`src/rtl/data_cache_dm_if.sv`:
```
// Core-side and memory-side signal bundle for the direct-mapped data cache.
// The cache takes the slave view; the core/memory environment takes the master view.
interface data_cache_dm_if;
    logic         proc_read;
    logic         proc_write;
    logic [29:0]  proc_addr;
    logic [31:0]  proc_wdata;
    logic         proc_stall;
    logic [31:0]  proc_rdata;
    logic         mem_read;
    logic         mem_write;
    logic [27:0]  mem_addr;
    logic [127:0] mem_wdata;
    logic         mem_ready;
    logic [127:0] mem_rdata;

    modport slave (
        input  proc_read, proc_write, proc_addr, proc_wdata, mem_ready, mem_rdata,
        output proc_stall, proc_rdata, mem_read, mem_write, mem_addr, mem_wdata
    );

    modport master (
        output proc_read, proc_write, proc_addr, proc_wdata, mem_ready, mem_rdata,
        input  proc_stall, proc_rdata, mem_read, mem_write, mem_addr, mem_wdata
    );
endinterface

```
`src/rtl/data_cache_dm.sv`:
```
// Direct-mapped, write-back, write-allocate data cache with 4-word lines.
// Hits complete combinationally in IDLE; misses go through WRITEBACK and/or ALLOCATE.
module data_cache_dm #(
    parameter int NUM_SETS = 8
) (
    input  logic            clk,
    input  logic            proc_reset,
    data_cache_dm_if.slave  bus
);
    localparam int IDX_W = $clog2(NUM_SETS);
    localparam int TAG_W = 28 - IDX_W;

    typedef enum logic [1:0] {IDLE, WRITEBACK, ALLOCATE} state_t;

    state_t              state_q;
    logic [NUM_SETS-1:0] valid_q;
    logic [NUM_SETS-1:0] dirty_q;
    logic [TAG_W-1:0]    tag_q  [NUM_SETS];
    logic [127:0]        data_q [NUM_SETS];

    logic                mem_read_q;
    logic                mem_write_q;
    logic [27:0]         mem_addr_q;
    logic [127:0]        mem_wdata_q;

    logic [IDX_W-1:0]    idx;
    logic [TAG_W-1:0]    tag;
    logic [1:0]          off;
    logic                req;
    logic                is_write;
    logic                hit;
    logic [127:0]        line;
    logic [31:0]         line_words [4];
    logic [31:0]         word;

    assign idx      = bus.proc_addr[IDX_W+1:2];
    assign tag      = bus.proc_addr[29:IDX_W+2];
    assign off      = bus.proc_addr[1:0];
    assign req      = bus.proc_read | bus.proc_write;
    // A simultaneous read and write is handled as a write.
    assign is_write = bus.proc_write;
    assign line     = data_q[idx];

    generate
        for (genvar gi = 0; gi < 4; gi++) begin : g_word
            assign line_words[gi] = line[gi*32 +: 32];
        end
    endgenerate

    assign word = line_words[off];
    assign hit  = (state_q == IDLE) && req && valid_q[idx] && (tag_q[idx] == tag);

    assign bus.proc_stall = (state_q != IDLE) || (req && !hit);
    assign bus.proc_rdata = (hit && !is_write) ? word : 32'h0;
    assign bus.mem_read   = mem_read_q;
    assign bus.mem_write  = mem_write_q;
    assign bus.mem_addr   = mem_addr_q;
    assign bus.mem_wdata  = mem_wdata_q;

    // Control state and line status; memory-side outputs are registered so they
    // drop immediately on reset and never overlap.
    always_ff @(posedge clk or posedge proc_reset) begin
        if (proc_reset) begin
            state_q     <= IDLE;
            valid_q     <= '0;
            dirty_q     <= '0;
            mem_read_q  <= 1'b0;
            mem_write_q <= 1'b0;
            mem_addr_q  <= '0;
            mem_wdata_q <= '0;
        end else begin
            case (state_q)
                IDLE: begin
                    if (req && !hit) begin
                        if (valid_q[idx] && dirty_q[idx]) begin
                            state_q     <= WRITEBACK;
                            mem_write_q <= 1'b1;
                            mem_addr_q  <= {tag_q[idx], idx};
                            mem_wdata_q <= line;
                        end else begin
                            state_q    <= ALLOCATE;
                            mem_read_q <= 1'b1;
                            mem_addr_q <= {tag, idx};
                        end
                    end else if (hit && is_write) begin
                        dirty_q[idx] <= 1'b1;
                    end
                end
                WRITEBACK: begin
                    if (bus.mem_ready) begin
                        state_q     <= ALLOCATE;
                        mem_write_q <= 1'b0;
                        mem_read_q  <= 1'b1;
                        mem_addr_q  <= {tag, idx};
                    end
                end
                ALLOCATE: begin
                    if (bus.mem_ready) begin
                        state_q      <= IDLE;
                        mem_read_q   <= 1'b0;
                        valid_q[idx] <= 1'b1;
                        dirty_q[idx] <= 1'b0;
                    end
                end
                default: begin
                    state_q     <= IDLE;
                    mem_read_q  <= 1'b0;
                    mem_write_q <= 1'b0;
                end
            endcase
        end
    end

    // Line storage carries no reset; the valid bits qualify its contents.
    always_ff @(posedge clk) begin
        if (hit && is_write) begin
            data_q[idx][{off, 5'b0} +: 32] <= bus.proc_wdata;
        end else if (state_q == ALLOCATE && bus.mem_ready) begin
            data_q[idx] <= bus.mem_rdata;
            tag_q[idx]  <= tag;
        end
    end
endmodule
```
`src/flat_wrapper.sv`:
```
// flat-port wrapper written by rule: the top's interface ports become plain ports
module data_cache_dm_flat 
#(
    parameter int NUM_SETS = 8
)
  (clk, proc_reset, bus_proc_read, bus_proc_write, bus_proc_addr, bus_proc_wdata, bus_mem_ready, bus_mem_rdata, bus_proc_stall, bus_proc_rdata, bus_mem_read, bus_mem_write, bus_mem_addr, bus_mem_wdata);
  data_cache_dm_if bus_i ();
  input  logic clk;
  input  logic proc_reset;
  input wire logic [$bits(bus_i.proc_read)-1:0] bus_proc_read;
  input wire logic [$bits(bus_i.proc_write)-1:0] bus_proc_write;
  input wire logic [$bits(bus_i.proc_addr)-1:0] bus_proc_addr;
  input wire logic [$bits(bus_i.proc_wdata)-1:0] bus_proc_wdata;
  input wire logic [$bits(bus_i.mem_ready)-1:0] bus_mem_ready;
  input wire logic [$bits(bus_i.mem_rdata)-1:0] bus_mem_rdata;
  output wire logic [$bits(bus_i.proc_stall)-1:0] bus_proc_stall;
  output wire logic [$bits(bus_i.proc_rdata)-1:0] bus_proc_rdata;
  output wire logic [$bits(bus_i.mem_read)-1:0] bus_mem_read;
  output wire logic [$bits(bus_i.mem_write)-1:0] bus_mem_write;
  output wire logic [$bits(bus_i.mem_addr)-1:0] bus_mem_addr;
  output wire logic [$bits(bus_i.mem_wdata)-1:0] bus_mem_wdata;
  assign bus_i.proc_read = bus_proc_read;
  assign bus_i.proc_write = bus_proc_write;
  assign bus_i.proc_addr = bus_proc_addr;
  assign bus_i.proc_wdata = bus_proc_wdata;
  assign bus_i.mem_ready = bus_mem_ready;
  assign bus_i.mem_rdata = bus_mem_rdata;
  assign bus_proc_stall = bus_i.proc_stall;
  assign bus_proc_rdata = bus_i.proc_rdata;
  assign bus_mem_read = bus_i.mem_read;
  assign bus_mem_write = bus_i.mem_write;
  assign bus_mem_addr = bus_i.mem_addr;
  assign bus_mem_wdata = bus_i.mem_wdata;
  data_cache_dm #(.NUM_SETS(NUM_SETS)) u_core (.clk(clk), .proc_reset(proc_reset), .bus(bus_i));
endmodule
```
`config.mk`:
```
export PLATFORM = sky130hd
export DESIGN_NAME = data_cache_dm_flat
export DESIGN_NICKNAME = d
export VERILOG_FILES = /design/src/rtl/data_cache_dm_if.sv /design/src/rtl/data_cache_dm.sv /design/src/flat_wrapper.sv
export SDC_FILE = /design/constraint.sdc
export NUM_CORES = 1
export LEC_CHECK = 0
export CAP_MARGIN = 20
export CELL_PAD_IN_SITES_DETAIL_PLACEMENT = 1
export CELL_PAD_IN_SITES_GLOBAL_PLACEMENT = 2
export CORE_ASPECT_RATIO = 0.8
export CORE_MARGIN = 4
export CORE_UTILIZATION = 49
export CTS_BUF_LIST = sky130_fd_sc_hd__clkbuf_4
export CTS_CLUSTER_SIZE = 8
export DETAILED_ROUTE_END_ITERATION = 12
export GPL_TIMING_DRIVEN = 1
export PLACE_DENSITY = 0.95
export SETUP_SLACK_MARGIN = 0.3
export SLEW_MARGIN = 20
export SYNTH_ARGS = -nofsm -noshare
export SYNTH_HDL_FRONTEND = slang
export SYNTH_SLANG_ARGS = --single-unit
export TNS_END_PERCENT = 10
```
`constraint.sdc`:
```
create_clock -name clk -period 17.1 [get_ports clk]
set_input_delay 2.565 -clock clk [delete_from_list [all_inputs] [get_ports clk]]
set_output_delay 2.565 -clock clk [all_outputs]
set_load 0.02 [all_outputs]
```
# Yosys cells after proc, flatten, opt, wreduce, memory -nomap -nowiden

Memory sizes are Yosys's and may differ from the RTL's.
Index checks and enable logic that the tools add are counted.

Add/subtract/negate cells: 1
Magnitude comparators: 3
Equal/unequal tests: 10
Shifts and indexed selects: 2
Mux-type cells: 164
Bitwise gates (word level): 135
Reduce and logical (&&, ||, !) cells: 23

Operator list:

| kind                                                   | count |
|---|---|
| two-way mux 1 bit                                      | 141 |
| bitwise OR 1 bit                                       | 129 |
| two-way mux 128 bit                                    | 1 |
| variable shift 32 x 9 -> 128 bit, first input constant | 1 |
| variable part select 32 x 9 -> 128 bit                 | 1 |
| two-way mux 32 bit                                     | 3 |
| two-way mux 28 bit                                     | 3 |
| binary-select mux 32 bit (select 2 bit)                | 1 |
| case mux 28 bit (2 select lines)                       | 1 |
| equality test 25 bit                                   | 1 |
| two-way mux 8 bit                                      | 3 |
| bitwise OR 8 bit                                       | 2 |
| case mux 8 bit (2 select lines)                        | 1 |
| inequality test 2 bit, second input constant           | 7 |
| AND reduction 4 bit                                    | 3 |
| logical AND 1 bit                                      | 9 |
| negator 7 -> 9 bit                                     | 1 |
| AND reduction 3 bit                                    | 3 |
| bitwise AND 8 bit                                      | 1 |
| two-way mux 2 bit                                      | 4 |
| inverter 8 bit                                         | 1 |
| binary-select mux 1 bit (select 3 bit)                 | 2 |
| case mux 1 bit (3 select lines)                        | 2 |
| case mux 2 bit (3 select lines)                        | 1 |
| other kinds (13)                                       | 16 |

Register bits after elaboration: 176
Memory bits (writable): 1224
Input bits: 195
Output and inout port bits: 191
Logic and storage cells: 347
Memories: 2

Memories:

| memory        | words | width | read ports | clocked after memory_dff | write ports | RTL line            | text |
|---|---|---|---|---|---|---|---|
| u_core.data_q | 8     | 128   | 1          | 0                        | 1           | data_cache_dm.sv:19 | `logic [127:0] data_q [NUM_SETS];` |
| u_core.tag_q  | 8     | 25    | 1          | 0                        | 1           | data_cache_dm.sv:18 | `logic [TAG_W-1:0] tag_q [NUM_SETS];` |

# Longest topological paths before layout

Gate-level depths: netlist of the first run.

Depth after elaboration: 8
Mapped depth: 15
Gate-level depth less buffers: 8

# Worst setup path before layout of the first run

Ideal clock, no wire load.

Path kind: input -> output
Start point: in bus_proc_addr[4]
End point: out bus_proc_rdata[12]
Arrival time: 5140 ps
Required time: 14535 ps
Setup slack: 9395 ps
Cell stages on the path: 12
Buffers on the path: 4
Cell sequence: buf_6 > buf_4 > mux2_1 > a221o_1 > o2bb2ai_1 > xnor2_1 > nor4_1 > nand4_1 > or2_2 > clkbuf_1 > clkbuf_1 > a21oi_1

Cells in the longest elaborated chain, start to end: 6
Elaborated cells on any way between the ends: 12
Classes of those cells: 1 x eq/ne; 6 x mux; 3 x reduce/logical; 2 x memory

Ends and longest elaborated chain:

| what                                                        | RTL line            | text |
|---|---|---|
| start: declaration                                          | flat_wrapper.sv:12  | `input wire logic [$bits(bus_i.proc_addr)-1:0] bus_proc_addr;` |
| branches (longest 5 deep; another with memory (8 x 25 bit)) | --                  |  |
| two-way mux 32 bit *                                        | data_cache_dm.sv:54 | `assign bus.proc_rdata = (hit && !is_write) ? word : 32'h0;` |
| end: declaration                                            | flat_wrapper.sv:17  | `output wire logic [$bits(bus_i.proc_rdata)-1:0] bus_proc_rdata;` |

Mark *: on every way between the ends. The select of a mux whose other input is x is not followed.

# Final worst setup path of the first run

Start point: in bus_proc_addr[2]
End point: out bus_proc_rdata[3]

Same word-level chain as after synthesis.

==> summary.md, run 1 <==
| Metric | Value |
|---|---|
| Max Cap Violations | 0 |
| Hold_ws | 501 ps |
| Cell with the most instances after synthesis | edfxtp_1 |
| Yosys Warn Count | 0 |
| Post-CTS resize count | 0 |
| Drc violations | 0 |
| Crit-path max cell delay | 1010 ps |
| Mapped cell area | 54700 um^2 |
| R2R Setup Slk | 11750 ps |
| Grt peak-use layer | met2 |
| First-pass GRT wire length | 303000 um |
| Multiplexer share of the synthesized area | 7.30% |
| CP Class | in2out |
| Hold path depth | 2 |
| Cells on worst reg2reg path | 11 |
| Number of global-route vias before repair | 41000 |
| Syn_nets | 3418 |
| Top cells by count, synth | edfxtp_1 (1224), a22oi_1 (294), a22o_1 (184) |
| Die H | 307 um |
| Pwr Total | 7.66 mW |
| Total CTS buffers | 350 |
| Root Buffer | clkbuf_4 |
| Maximum root-to-sink buffer count | 4 |
| RD Place Congestion | 0.839 |
| Via count | 39000 |
| Hold_sp | u_core.bus.mem_write$_DFFE_PP0P_ |
| Largest family of logic cells by synthesized area | compound AO/OA/AOI/OAI gates |
| Minimum clock period | 11300 ps |
| Die Footprint | 117000 um^2 |
| Distinct cells, synth | 58 |
| HPWL after DPL | 119000 um |
| Reg2Reg Capture Point | u_core.bus.mem_wdata[4]$_DFFE_PP0P_ |
| Total negative slack | 0 ps |
| Row cnt | 109 |
| Met1 global-route usage | 45.0% |
| Post-place instance area | 60500 um^2 |
| Post-Layout Inst Area | 64900 um^2 |
| Layout cells sized above 1 | 22.6% |
| Crit path DAT | 8730 ps |
| Crit-path max FO | 51 |
| DRT Pass-1 Iters | 6 |
| Initial drt markers | 7260 |
| Initial antenna violation count | 15 |
| Synth top area share | 67.2% |
| Worst Setup SP | bus_proc_addr[2] |
| Post-route ant nets | 0 |
| I/O Pins | 386 |
| Synth Area in XOR/XNOR | 0.192% |
| Skew-Pair Late Insertion Delay | 1320 ps |
| Delay-heaviest family, CP | buffers and inverters |
| VDD IR max | 47.6 uV |
| Post-CTS setup buffers | 0 |
| Vias per inst | 6.97 |
| Final setup fails | 0 |
| Run status | finished clean |
| CP Capture Type | output pin |
| CORE AREA | 111000 um^2 |
| Compound-Gate Fraction of Synth Area | 11.3% |
| Sequential area share after synthesis | 75.2% |
| Area Growth Syn to Fin | 18.7% |
| Ys async rst share | 12.6% |
| Tcrit/Tclk final | 66.1% |
| EDFF count, synth | 1224 |
| Worst Tran Pin Value | 1190 ps |
| Met3 Usage GRT | 12.3% |
| Flops & latches, synth | 1400 |
| Initial Utilization | 49.5% |
| Pleak | 23.4 nW |
| Ranking of synthesized cells by area | edfxtp_1 (67%), dfrtp_1 (8.1%), a22oi_1 (4.0%) |
| WL final | 217000 um |
| Input/output buffers | 385 |
| Worst hold path endpoint | u_core.bus.mem_write$_DFFE_PP0P_ |
| Global route total overflow | 0 |
| Cell Chain, Critical Path | buf_4 -> buf_4 -> nand2_1 -> nor2_4 -> buf_4 -> nand2_1 -> o21ai_0 -> a221o_1 -> a221oi_1 -> buf_4 -> mux4_2 -> nor2_1 -> clkdlybuf4s50_1 |
| Buf/Inv on CP | 5 |
| Final hold viol count | 0 |
| Clk sinks | 1400 |
| Fraction of the mapped netlist area in simple logic gates | 3.39% |
| CP Data Required Time | 14530 ps |
| Worst min-delay path category | reg2reg |
| Cell mode on critical path | buf_4 |
| Nets | 4029 |
| Critical path launch point type | primary input |
| Die width | 382 um |
| GRT Total Usage | 36.4% |
| Main synth FF type | edfxtp_1 |
| Final core utilization | 58.7% |
| CTS tree | yes |
| Post-Syn Instances | 3218 |
| Wirelength per Cell | 38.8 um |
| Slew Viols, Final | 0 |
| Post-Synth Adder-Cell Area | 0.114% |
| Grt met2 use | 55.2% |
| Largest net degree at the start of global routing | 86 |
| Hold_buf cts | 0 |
| Fillers | 10100 |
| Area leader, netlist | edfxtp_1 |
| Worst-path clk slew | 70 ps |
| PwrDens | 118 nW/um^2 |
| WP depth | 13 |
| Headroom to the max-slew limit | 20.6% |
| RR Startpoint | u_core.tag_q[1][23]$_DFFE_PP_ |
| Fmax | 88.5 MHz |
| Clk_skew | 155 ps |
| Unrepaired setup endpoints after global routing | no |
| Mapped Avg Cell Area | 17.0 um^2 |
| CP max stage cell | nor2_4 |
| CTS H-tree lvls | 5 |
per-stage QoR:
step	setup WS (ps)	cells
after floorplan	9400	3218
after global placement	6410	4975
after detailed placement	6260	4975
after CTS	6090	5585
after global routing	5770	5586
final	5800	5592
cells in the final DEF (no fill, tap or decap), drive strengths merged, types with 5 or more instances in the layout:
master / instances
a211oi: 9
a21o: 5
a21oi: 44
a221o: 10
a221oi: 98
a22o: 184
a22oi: 294
a31oi: 13
and3: 22
and4: 9
buf: 96
clkbuf: 537
clkdlybuf4s50: 380
clkinv: 65
dfrtp: 176
diode: 7
edfxtp: 1224
ha: 5
inv: 94
mux2: 157
mux2i: 113
mux4: 37
nand2: 72
nand2b: 5
nand3: 33
nand4: 33
nor2: 129
nor2b: 17
nor3: 6
nor4: 7
o211a: 5
o211ai: 9
o21ai: 74
o221ai: 28
o22ai: 20
or2: 24
or3: 13
xnor2: 12
report_power, final:
part / total [mW] / internal (mW) / switching, mW
Clock: 2.95 / 1.49 / 1.47
Combinational: 0.785 / 0.236 / 0.548
Sequential: 3.92 / 3.87 / 0.0469
Total: 7.66 / 5.59 / 2.06
flip-flops by register name (all words and copies together), names as in the netlist, named ones only:
register,cells
u_core.data_q,1024
u_core.valid_q,8
u_core.bus.mem_write,1
u_core.bus.mem_addr,28
u_core.bus.mem_wdata,128
u_core.state_q,2
u_core.bus.mem_read,1
u_core.tag_q,200
logic make-up (layout without fill, tap and decap cells):
group,count (synthesis),in the layout
buf+inv,307,1176
simple gates,379,379
flops,1400,1400
other cells,0,7
xor+xnor,12,12
fa+ha+maj,5,5
mux,307,307
compound gates,808,808
worst reg2reg max path: stages (launching register included):
cell and delay [ps]:
edfxtp_1 410, mux2_2 310, a221oi_1 370, o21ai_1 190, xnor2_1 170, nor4_1 400
and4_1 330, buf_4 520, or3b_4 410, buf_6 720, buf_4 900, mux2_4 470
per-layer routing:
layer / wire length (um) / vias to the layer above / share of wire (%)
met3: 32600 / 1045 / 15
met1: 71200 / 19400 / 33
li1: - / 14400 / -
met4: 15700 / 10 / 7.2
met5: 69 / - / 0.032
met2: 97500 / 4107 / 45
how the worst max path moves through the flow:
stage | slack, ps | endpoint
floorplan | 9400 | bus_proc_rdata[12]
global placement | 6410 | bus_proc_rdata[3]
detailed placement | 6260 | bus_proc_rdata[3]
CTS | 6090 | bus_proc_rdata[3]
global route | 5770 | bus_proc_rdata[3]
finish | 5800 | bus_proc_rdata[3]
layout make-up:
type / count / area, um^2 / area share [%]
well taps: 1498 / 1870 / 2.89
clock inverters: 73 / 389 / 0.599
inverters: 90 / 345 / 0.532
diodes: 7 / 17.5 / 0.0270
multi-input cells: 1511 / 12600 / 19.4
flip-flops and latches: 1400 / 41200 / 63.4
repair buffers: 476 / 4530 / 6.97
clock buffers: 537 / 4030 / 6.21
(Power assumes the default switching activity.)
==> run 2, diff against run 1 <==
--- a/config.mk
+++ b/config.mk
@@ -10,12 +10,12 @@
 export CELL_PAD_IN_SITES_GLOBAL_PLACEMENT = 2
 export CORE_ASPECT_RATIO = 0.8
 export CORE_MARGIN = 4
-export CORE_UTILIZATION = 49
+export CORE_UTILIZATION = 41
 export CTS_BUF_LIST = sky130_fd_sc_hd__clkbuf_4
 export CTS_CLUSTER_SIZE = 8
 export DETAILED_ROUTE_END_ITERATION = 12
 export GPL_TIMING_DRIVEN = 1
-export PLACE_DENSITY = 0.95
+export PLACE_DENSITY = 0.89
 export SETUP_SLACK_MARGIN = 0.3
 export SLEW_MARGIN = 20
 export SYNTH_ARGS = -nofsm -noshare
==> constraint.sdc (replaced) <==
create_clock -name clk -period 10.2 [get_ports clk]
set_input_delay 1.53 -clock clk [delete_from_list [all_inputs] [get_ports clk]]
set_output_delay 1.53 -clock clk [all_outputs]
set_load 0.02 [all_outputs]
==> summary.md, run 2 (synthesis gave the netlist of run 1 again) <==
| Metric | Value |
|---|---|
| Run status | finished clean |
| Number of global-route vias before repair | 38500 (-6.1%) |
| Critical path launch point type | primary input |
| Commonest non-fill, non-tap cells in the layout | edfxtp_1 (1224), clkbuf_4 (548), clkdlybuf4s50_1 (380), a22oi_1 (294), a22o_1 (184) |
| Initial antenna violation count | 12 (-3) |
| Total negative slack | 0 ps (unchanged) |
| Final hold viol count | 0 (unchanged) |
| Initial Utilization | 41.4% (-8.0 points) |
| Net Sw Frac | 25.8% (-1.1 points) |
| Clk_skew | 141 ps (-13.6 ps) |
| Wirelength per Cell | 34.2 um (-12%) |
| Global route total overflow | 0 (unchanged) |
| Fmax | 127 MHz |
| Post-CTS resize count | 0 (unchanged) |
| Commonest non-fill, non-tap cell in the layout | edfxtp_1 |
| Hold_buf cts | 0 (unchanged) |
| Int Power | 9.40 mW (+68%) |
| CTS H-tree lvls | 5 (unchanged) |
| Headroom to the max-slew limit | 16.9% (-3.8 points) |
| PwrDens | 194 nW/um^2 (+64%) |
| Final setup fails | 0 (unchanged) |
| Cell Chain, Critical Path | buf_4 -> buf_4 -> and2_1 -> a22oi_1 -> o22ai_1 -> xnor2_1 -> nor4_1 -> nand4_1 -> or2_2 -> buf_4 -> o21ba_2 -> clkdlybuf4s50_1 |
| Cell mode on critical path | buf_4 |
| I/O Pins | 386 (unchanged) |
| HPWL after DPL | 121000 um (+1.8%) |
| CP max stage cell | clkdlybuf4s50_1 |
| Slew Viols, Final | 0 (unchanged) |
| Crit-path max cell delay | 630 ps (-380 ps) |
| Max FFs per register | 1024 (unchanged) |
| Vias per inst | 6.28 (-10%) |
| WL final | 200000 um (-7.6%) |
| Switching power | 3.27 mW (+59%) |
| Die width | 416 um (+9.1%) |
| CP Data Required Time | 8670 ps (-5860 ps) |
| CORE AREA | 132000 um^2 (+19%) |
| Crit path DAT | 6350 ps (-2380 ps) |
| Pleak | 23.5 nW (+0.36%) |
| CP Capture Type | output pin |
| Reg with most FFs | u_core.data_q |
| Die Footprint | 139000 um^2 (+19%) |
| Crit-path max FO | 52 (+2.0%) |
| Final core utilization | 49.6% (-9.1 points) |
| Die H | 335 um (+9.1%) |
| Clk sinks | 1400 (unchanged) |
| Worst-path clk slew | 70 ps (about the same) |
| Drc violations | 0 (unchanged) |
| Buf/Inv on CP | 4 (-1) |
| Area of the multi-input gates | 12600 um^2 (-0.14%) |
| Row cnt | 119 (+9.2%) |
| RD Place Congestion | 0.816 (-2.7%) |
| Unrepaired setup endpoints after global routing | no |
| Max Cap Violations | 0 (unchanged) |
| Skew-Pair Late Insertion Delay | 1280 ps (-40 ps) |
| Post-CTS setup buffers | 0 (unchanged) |
| Layout cells sized above 1 | 22.9% (+0.25 points) |
| CP Class | in2out |
| Worst min-delay path category | reg2reg |
| Root Buffer | clkbuf_4 |
| Via count | 36800 (-5.7%) |
| Clock Power Share | 38.1% (-0.5 points) |
| CTS tree | yes |
| Minimum clock period | 7880 ps |
| WP depth | 12 (-1) |
| Maximum root-to-sink buffer count | 4 (unchanged) |
| First-pass GRT wire length | 281000 um (-7.3%) |
| Post-route ant nets | 0 (unchanged) |
| GRT Total Usage | 28.1% (-8.3 points) |
| Largest net degree at the start of global routing | 106 (+23%) |
| Logic pwr share | 10.0% (-0.2 points) |
| Area Growth Syn to Fin | 19.7% |
| Seq pwr share | 51.8% (+0.6 points) |
| Fillers | 12700 (+26%) |
| Input/output buffers | 385 (unchanged) |
| Sequential cell area | 41200 um^2 (unchanged) |
| Total CTS buffers | 354 (+1.1%) |
| VDD IR max | 147 uV (+210%) |
| Hold path depth | 1 (-1) |
| Worst Tran Pin Value | 1240 ps (+57.3 ps) |
| Cells on worst reg2reg path | 9 (-2) |
| Initial drt markers | 5397 (-26%) |
| Tcrit/Tclk final | 77.2% |
| Delay-heaviest family, CP | buffers and inverters |
| DRT Pass-1 Iters | 5 (-1) |
| Nets | 4035 (+0.15%) |
## run 2: changes by cell type in the layout (fill, tap and decap cells not counted), moves of 2 or more
cell,before,now
clkinvlp_4,0,2
clkbuf_4,537,548
buf_16,0,3
buf_4,92,85
buf_12,0,7
inv_2,7,5
## run 2: worst register-to-register path, cell delays in order (launching register included)
cell and delay (ps):
edfxtp_1 370, mux2_1 280, a221o_1 300, o2bb2ai_1 160, xnor2_1 180, nor4_1 450, and4_1 990, a31oi_2 590
nor2_4 920, buf_4 560
## run 2: power by group through the flow
stage / Combinational [mW] / Clock (mW) / Sequential (mW)
global route: 1.32 / 5.21 / 6.57
floorplan: 0.562 / 0 / 6.71
detailed placement: 1.24 / 0 / 6.69
finish: 1.27 / 4.83 / 6.57
global placement: 1.19 / 0 / 6.67
CTS: 1.25 / 4.87 / 6.57
## run 2: worst paths after layout
path | start | endpoint | slack (ps)
setup / recovery | bus_proc_addr[3] | bus_proc_rdata[27] | 2320
hold / removal | u_core.valid_q[6]$_DFFE_PP0P_ | u_core.valid_q[6]$_DFFE_PP0P_ | 480
setup reg to reg | u_core.tag_q[0][10]$_DFFE_PP_ | u_core.data_q[2][6]$_DFFE_PP_ | 5000
hold reg to reg | u_core.valid_q[6]$_DFFE_PP0P_ | u_core.valid_q[6]$_DFFE_PP0P_ | 480
max in group asynchronous | proc_reset | u_core.bus.mem_wdata[119]$_DFFE_PP0P_ | 7430
min in group asynchronous | proc_reset | u_core.bus.mem_addr[8]$_DFFE_PP0P_ | 850
## run 2: layout make-up
type                    instances  area share [%]
clock buffers                 548            6.28
inverters                      90           0.527
well taps                    1754            3.35
repair buffers                478            7.16
flip-flops and latches       1400            62.9
clock inverters                73           0.568
multi-input cells            1511            19.2
diodes                          7          0.0268
## run 2: stage by stage
stage | cell area (um^2) | setup slack [ps] | power (mW) | std cells | hold WS [ps]
final | 65500 | 2320 | 12.7 | 5861 | 476
after global routing | 65500 | 2200 | 13.1 | 5858 | 485
after CTS | 65400 | 2400 | 12.7 | 5852 | 477
after detailed placement | 60900 | 2440 | 7.93 | 5231 | 460
after global placement | 60900 | 2470 | 7.87 | 5229 | 446
after floorplan | 54700 | 3900 | 7.27 | 3218 | 434
## run 2: metal layers
metal,track usage (%),share of wire [%]
met5,0,0
met4,16.3,5.7
met3,7.03,11
met2,44.4,47
met1,35.4,36
